### config.mk
export PLATFORM = sky130hd
export DESIGN_NAME = switch_debounce_bank
export DESIGN_NICKNAME = d
export VERILOG_FILES = /design/src/rtl/switch_debounce_bank.sv
export SDC_FILE = /design/constraint.sdc
export NUM_CORES = 1
export LEC_CHECK = 0
export CAP_MARGIN = 20
export CORE_ASPECT_RATIO = 1.75
export CORE_UTILIZATION = 45
export CTS_CLUSTER_SIZE = 24
export DETAILED_ROUTE_END_ITERATION = 6
export PLACE_DENSITY = 0.72
export SYNTH_ARGS = -nofsm -noshare
export SYNTH_HDL_FRONTEND = slang
export SYNTH_SLANG_ARGS = --single-unit
### constraint.sdc
create_clock -name clk -period 4.2 [get_ports clk]
set_input_delay 0.84 -clock clk [delete_from_list [all_inputs] [get_ports clk]]
set_output_delay 0.84 -clock clk [all_outputs]
set_load 0.01 [all_outputs]
### src/rtl/switch_debounce_bank.sv
// Switch conditioning bank: two-flop synchroniser plus an independent
// persistence counter per bit, producing a clean registered vector.
module switch_debounce_bank #(
  parameter int LENGTH          = 8,
  parameter int DEBOUNCE_CYCLES = 16
) (
  input  logic              clk,
  input  logic              rst_n,
  input  logic [LENGTH-1:0] sw_in,
  output logic [LENGTH-1:0] sw_out,
  output logic              changed,
  output logic              all_stable
);

  localparam int CNT_W = $clog2(DEBOUNCE_CYCLES) + 1;
  localparam logic [CNT_W-1:0] CNT_LAST = CNT_W'(DEBOUNCE_CYCLES - 1);

  logic [LENGTH-1:0] sync1_q, sync1_d;
  logic [LENGTH-1:0] sync2_q, sync2_d;
  logic [LENGTH-1:0] sw_out_q, sw_out_d;
  logic              changed_q, changed_d;
  logic [CNT_W-1:0]  cnt_q [LENGTH];
  logic [CNT_W-1:0]  cnt_d [LENGTH];

  always_comb begin
    sync1_d  = sw_in;
    sync2_d  = sync1_q;
    sw_out_d = sw_out_q;
    for (int i = 0; i < LENGTH; i++) begin
      cnt_d[i] = '0;
      // A mismatch must persist DEBOUNCE_CYCLES edges; any matching cycle restarts it.
      if (sync2_q[i] != sw_out_q[i]) begin
        if (cnt_q[i] == CNT_LAST) begin
          sw_out_d[i] = sync2_q[i];
          cnt_d[i]    = '0;
        end else begin
          cnt_d[i] = cnt_q[i] + CNT_W'(1);
        end
      end
    end
    changed_d = |(sw_out_d ^ sw_out_q);
  end

  always_ff @(posedge clk) begin
    if (!rst_n) begin
      sync1_q   <= '0;
      sync2_q   <= '0;
      sw_out_q  <= '0;
      changed_q <= 1'b0;
      for (int i = 0; i < LENGTH; i++) cnt_q[i] <= '0;
    end else begin
      sync1_q   <= sync1_d;
      sync2_q   <= sync2_d;
      sw_out_q  <= sw_out_d;
      changed_q <= changed_d;
      for (int i = 0; i < LENGTH; i++) cnt_q[i] <= cnt_d[i];
    end
  end

  always_comb begin
    all_stable = 1'b1;
    for (int i = 0; i < LENGTH; i++) begin
      if (cnt_q[i] != '0) all_stable = 1'b0;
    end
  end

  assign sw_out  = sw_out_q;
  assign changed = changed_q;

endmodule

==> metrics.txt, run 1 <==
outcome=finished, final reports clean; post-synthesis sequential area ratio=50.2%; drt pass-1 iters=3; Comb pwr share=3.1%; worst setup path category=flop to output port; fin area=3060 µm²; number of global-route vias before repair=roughly 1700; Mapped Nets=295; crit-path max FO=4; # Post-CTS Setup Buffers=0; initial DRC count=20; GPL Wtd Cong=between 0.7 and 0.8; Vias/cell=between 4 and 5; Worst-path clk slew=0.07 ns; Die Area=between 6000 and 7000 µm²; layout cells sized above 1=6.12%; RSZ-0062 raised after global routing=no; Slew Limit Fails=0; Post-layout nets=approximately 320; TritonCTS clock tree=built; Setup WS post-layout=approximately 1.2 ns; Ports=20; Cell Int Power=slightly above 0.9 mW; Clock Skews=slightly above 0.006 ns; hold depth=1; worst-margin pin slew=about 0.74 ns; CTS HTree Levels=3; Ant. Diodes=0; Initial Utilization=a little under half; Die H=roughly 100 µm; clk sinks=65; Routed Antenna Nets=0; Clock Path Buffers=2; first-pass GRT wire length=around 7300 µm; crit path time final=just over 3 ns; synth unique cells=24; fillers=~510; Final Setup Violations=0; Num CTS Buffers=9; Worst setup SP type=flop; Hold Slack=between 0.4 and 0.5 ns; dpl cells=354; Vias=between 1500 and 2000; worst r2r path cells=5; Routed WL=about 4300 µm; input/output buffers=19; Rows=36; synthesized cell area=between 2000 and 3000 µm²; Area Overhead vs Synth=18.0%; drc violations=0; WP data required=3.36 ns; initial antenna violation count=0; total power=1.18 mW; DR WL/cell=11.7 µm; Clk Latency, worst-skew pair=~0.33 ns; Clock power frac=between 40% and 50%; Synthesis Warnings=0; Tot GR Track Use=about 17%; Worst Setup End Kind=output port; Die W=a little under 60 µm; clock root buffer=clkbuf_8; dpl hpwl=about 3300 µm; Power Density=between 300 and 400 nW/µm²; sw frac=a little over a fifth; Mapped Cells=261; relative slew slack=between 50% and 60%; syn_area_per_cell=roughly 10 µm²; CP arrival=around 2.2 ns; Hold Buf Count CTS=0; Seq pwr share=53.4%; dpl cell area=between 2000 and 3000 µm²; achievable frequency=~330 MHz; Non-Filler Instances=370; Final Cycle Share=between 70% and 80%; core area=5540 µm²; final hold violations=0; max-cap violation count=0; worst slack at placement=~1.5 ns; Max VDD drop=~330 µV; largest net degree at the start of global routing=26; setup total negative slack=0 ns; P_leak=between 1 and 1.5 nW; post-CTS sizing=0; reported net switching power=0.248 mW; hold crit path type=flop to flop; fin util=between 50% and 60%; #FFs+latches synth=65; total congestion overflow=0
## area by class of cell
type	instances	area [µm²]	area share, %
flip-flops and latches	65	1300	42.6
multi-input cells	161	1150	37.6
repair buffers	19	190	6.22
clock buffers	11	141	4.63
inverters	33	124	4.05
well taps	76	95.1	3.11
clock inverters	5	55.1	1.80
## cell families (layout without fill, tap and decap cells)
| logic type | count (synthesis) | after routing | share of synthesized area [%] |
|---|---|---|---|
| DFF | 65 | 65 | 50.2 |
| AOI/OAI and AO/OA | 5 | 5 | 1.50 |
| adders and majority gates | 24 | 24 | 11.6 |
| xor gates and xnor gates | 24 | 24 | 8.12 |
| and+or+nand+nor | 100 | 100 | 20.1 |
| muxes | 8 | 8 | 3.09 |
| buffers and inverters | 35 | 68 | 5.36 |
## critical path, stage by stage (launching register included)
cell and delay, ns:
dfxtp_1 0.34, inv_1 0.06, ha_1 0.14, nor4b_1 0.34
nand4_1 0.13, nor3_1 0.26, clkdlybuf4s50_1 0.59
## power by group through the flow
| stage | logic [mW] | registers [mW] | clock network [mW] |
|---|---|---|---|
| finish | 0.0365 | 0.631 | 0.514 |
| global route | 0.0412 | 0.631 | 0.549 |
| CTS | 0.0377 | 0.631 | 0.524 |
| detailed placement | 0.0375 | 0.645 | 0 |
| global placement | 0.0368 | 0.644 | 0 |
| floorplan | 0.0206 | 0.644 | 0 |
## state kept, by name, summed over array words and instances (netlist names)
signal   flops
sync1_q      8
changed      1
sync2_q      8
sw_out       8
cnt_q       40
## per-layer routing
metal  GRT usage (%)  part of all wire [%]
met5               0                     0
met4            11.0                   2.8
met3            4.18                   2.6
met2            31.0                    56
met1            16.1                    39
## cells in the mapped netlist
| master | instances | area share (%) |
|---|---|---|
| dfxtp_1 | 65 | 50 |
| nor4b_2 | 1 | 0.58 |
| a41oi_1 | 1 | 0.34 |
| nor4b_1 | 3 | 1.0 |
| a22oi_1 | 4 | 1.2 |
| nand2_1 | 1 | 0.14 |
| nand4_1 | 2 | 0.48 |
| ha_1 | 24 | 12 |
| clkbuf_1 | 1 | 0.14 |
| and3_2 | 1 | 0.29 |
| inv_2 | 1 | 0.14 |
| and3_1 | 7 | 1.7 |
| xnor2_1 | 8 | 2.7 |
| nor4_1 | 2 | 0.48 |
| nand3b_1 | 8 | 2.3 |
| xor2_1 | 16 | 5.4 |
| nor4bb_1 | 1 | 0.39 |
| mux2i_1 | 8 | 3.1 |
| buf_6 | 1 | 0.43 |
| nand3_1 | 8 | 1.5 |
| inv_1 | 32 | 4.6 |
| nor3_1 | 1 | 0.19 |
| nor2_1 | 49 | 7.1 |
| and2_1 | 16 | 3.9 |
## cells in the final DEF (no fill, tap or decap), types with 10 or more instances in the layout
cell / Yosys / final
clkbuf_8: 0 / 10
dfxtp_1: 65 / 65
and2_1: 16 / 16
ha_1: 24 / 24
xor2_1: 16 / 16
inv_1: 32 / 32
clkdlybuf4s50_1: 0 / 19
nor2_1: 49 / 49
## path summary, 6_finish.rpt
| kind | to | slack [ns] | start |
|---|---|---|---|
| worst min-delay path | sync2_q[1] | 0.43 | sync1_q[1] |
| worst min register to register | sync2_q[1] | 0.43 | sync1_q[1] |
| worst max-delay path | all_stable | 1.16 | cnt_q[0][0] |
| worst max register to register | cnt_q[1][16] | 2.67 | cnt_q[1][15] |
(Power assumes the default switching activity.)
==> inputs of run 2 (changes only) <==
==> constraint.sdc (replaced) <==
create_clock -name clk -period 2.99 [get_ports clk]
set_input_delay 0.598 -clock clk [delete_from_list [all_inputs] [get_ports clk]]
set_output_delay 0.598 -clock clk [all_outputs]
set_load 0.01 [all_outputs]
==> metrics.txt, run 2 (synthesis gave the netlist of run 1 again) <==
outcome=finished, final reports clean; initial DRC count=26 (+30%); Clk Latency, worst-skew pair=0.33 ns (about the same); CTS HTree Levels=3 (unchanged); Routed Antenna Nets=0 (unchanged); FF/Latch Area=1300 µm² (unchanged); Final Setup Violations=0 (unchanged); Ports=20 (unchanged); dpl hpwl=3310 µm (+0.69%); Max VDD drop=420 µV (+28%); P_leak=1.22 nW (+0.17%); post-CTS sizing=0 (unchanged); max-cap violation count=0 (unchanged); Die W=59.4 µm (unchanged); Worst setup SP type=flop; Initial Utilization=46.7% (unchanged); Ant. Diodes=0 (unchanged); clk sinks=65 (unchanged); clock root buffer=clkbuf_8; drt pass-1 iters=4 (+1); Non-Filler Instances=370 (unchanged); Power Density=539 nW/µm² (+39%); worst setup path category=flop to output port; DR WL/cell=11.4 µm (-2.1%); Largest register FFs=40 (unchanged); Tot GR Track Use=16.4% (-0.56 points); Worst Setup End Kind=output port; setup total negative slack=0 ns (unchanged); Vias=1737 (-0.80%); most common cell after layout, fill and taps aside=dfxtp_1; layout cells sized above 1=5.44% (-0.68 points); Cell Int Power=1.31 mW (+41%); fin area=3050 µm² (-0.25%); Seq pwr share=53.9% (+0.5 points); Worst-path clk slew=0.06 ns (about the same); largest net degree at the start of global routing=26 (unchanged); number of global-route vias before repair=1693 (-2.8%); final hold violations=0 (unchanged); drc violations=0 (unchanged); fillers=523 (+3.6%); total congestion overflow=0 (unchanged); Die H=102 µm (unchanged); core area=5540 µm² (unchanged); Die Area=6080 µm² (unchanged); crit path time final=around 2.8 ns; Rows=36 (unchanged); slowest CP cell=clkdlybuf4s50_1; worst-margin pin slew=0.741 ns (+0.00425 ns); # Post-CTS Setup Buffers=0 (unchanged); CP arrival=2.19 ns (about the same); hold crit path type=flop to flop; Final Cycle Share=between 90 and 100%; TritonCTS clock tree=built; Clock power frac=43.0% (-0.5 points); crit path cell chain=inv_1 -> ha_1 -> nor4b_1 -> nand4_1 -> nor3_1 -> clkdlybuf4s50_1; most frequent cells in the layout=dfxtp_1 (65), nor2_1 (49), inv_1 (32); WP data required=2.39 ns (-0.97 ns); Clock Path Buffers=2 (unchanged); CP top delay family=simple AND/OR/NAND/NOR gates; crit-path max FO=4 (unchanged); RSZ-0062 raised after global routing=no; largest reg by FF count=cnt_q; multi-input logic area=1150 µm² (unchanged); Hold Buf Count CTS=0 (unchanged); dpl cell area=2860 µm² (unchanged); Setup crit start=cnt_q[0][0]; first-pass GRT wire length=7020 µm (-3.7%); Worst Path Buf+Inv=2 (unchanged); Clock Skews=0.00448 ns (-0.00163 ns); Reg-to-Reg Start=cnt_q[0][5]; Area Overhead vs Synth=17.7%; dpl cells=354 (unchanged); Post-layout nets=323 (unchanged); R2R setup slack=1.46 ns (-1.21 ns); Num CTS Buffers=9 (unchanged); relative slew slack=50.5% (-0.28 points); Comb pwr share=3.1% (about the same); input/output buffers=19 (unchanged); Vias/cell=4.69 (-0.80%); CP max stage delay=0.60 ns (about the same); Slew Limit Fails=0 (unchanged); sw frac=20.2% (-0.85 points); achievable frequency=roughly 360 MHz; GPL Wtd Cong=0.793 (unchanged); reported net switching power=0.332 mW (+34%); initial antenna violation count=0 (unchanged); Routed WL=4220 µm (-2.1%); HP Start=sync1_q[1]
[run 2: through the flow]
step	util (%)	setup WS, ns	hold slack (ns)	power (mW)
after floorplan	-	1.28	0.412	0.933
after global placement	51.6	0.445	0.414	0.957
after detailed placement	51.6	0.502	0.422	0.959
after CTS	55.0	0.120	0.437	1.66
after global routing	55.0	0.0562	0.445	1.71
final	55.0	0.202	0.433	1.64
[run 2: layer usage]
| metal | share of wire [%] | global-route usage [%] | routed length, µm | up-vias |
|---|---|---|---|---|
| met5 | 0 | 0 | 0 | - |
| met4 | 3.6 | 11.4 | 153 | 0 |
| met3 | 2.5 | 4.94 | 105 | 12 |
| met2 | 55 | 29.6 | 2310 | 27 |
| met1 | 39 | 15.0 | 1650 | 807 |
| li1 | - | - | - | 891 |
[run 2: worst reg2reg max path: cells and delay by family, from the launching register on]
family | cells | cell delay [ns]
AO/OA/AOI/OAI | 2 | 0.41
flip-flops | 1 | 0.34
AND/OR/NAND/NOR | 1 | 0.19
adder cells (fa/ha/maj) | 2 | 0.44
[run 2: path summary, 6_finish.rpt]
check / endpoint / depth (start not counted)
setup / recovery: all_stable / 6
hold / removal: sync2_q[1] / 1
setup reg to reg: changed / 5
hold reg to reg: sync2_q[1] / 1
[run 2: layout make-up]
| type | count | share of cell area, % |
|---|---|---|
| tap | 76 | 3.12 |
| multi-input combinational | 161 | 37.7 |
| timing repair buffer | 19 | 6.24 |
| clock buffer | 13 | 4.88 |
| sequential | 65 | 42.7 |
| clock inverter | 3 | 1.31 |
| inverter | 33 | 4.06 |
[run 2: power by group through the flow]
stage / Clock, mW / Sequential [mW] / Combinational, mW
2_1_floorplan: 0 / 0.904 / 0.0289
3_3_place_gp: 0 / 0.905 / 0.0517
3_5_place_dp: 0 / 0.906 / 0.0530
4_1_cts: 0.725 / 0.886 / 0.0532
5_1_grt: 0.770 / 0.887 / 0.0575
6_report: 0.707 / 0.886 / 0.0512
==> inputs of run 3 (changes only) <==
--- a/config.mk
+++ b/config.mk
@@ -8,7 +8,6 @@
 export CAP_MARGIN = 20
 export CORE_ASPECT_RATIO = 1.75
 export CORE_UTILIZATION = 45
-export CTS_CLUSTER_SIZE = 24
 export DETAILED_ROUTE_END_ITERATION = 6
 export PLACE_DENSITY = 0.72
 export SYNTH_ARGS = -nofsm -noshare
==> results of run 3 <==
The final DEF is identical to that of run 2; final timing and power are the same.
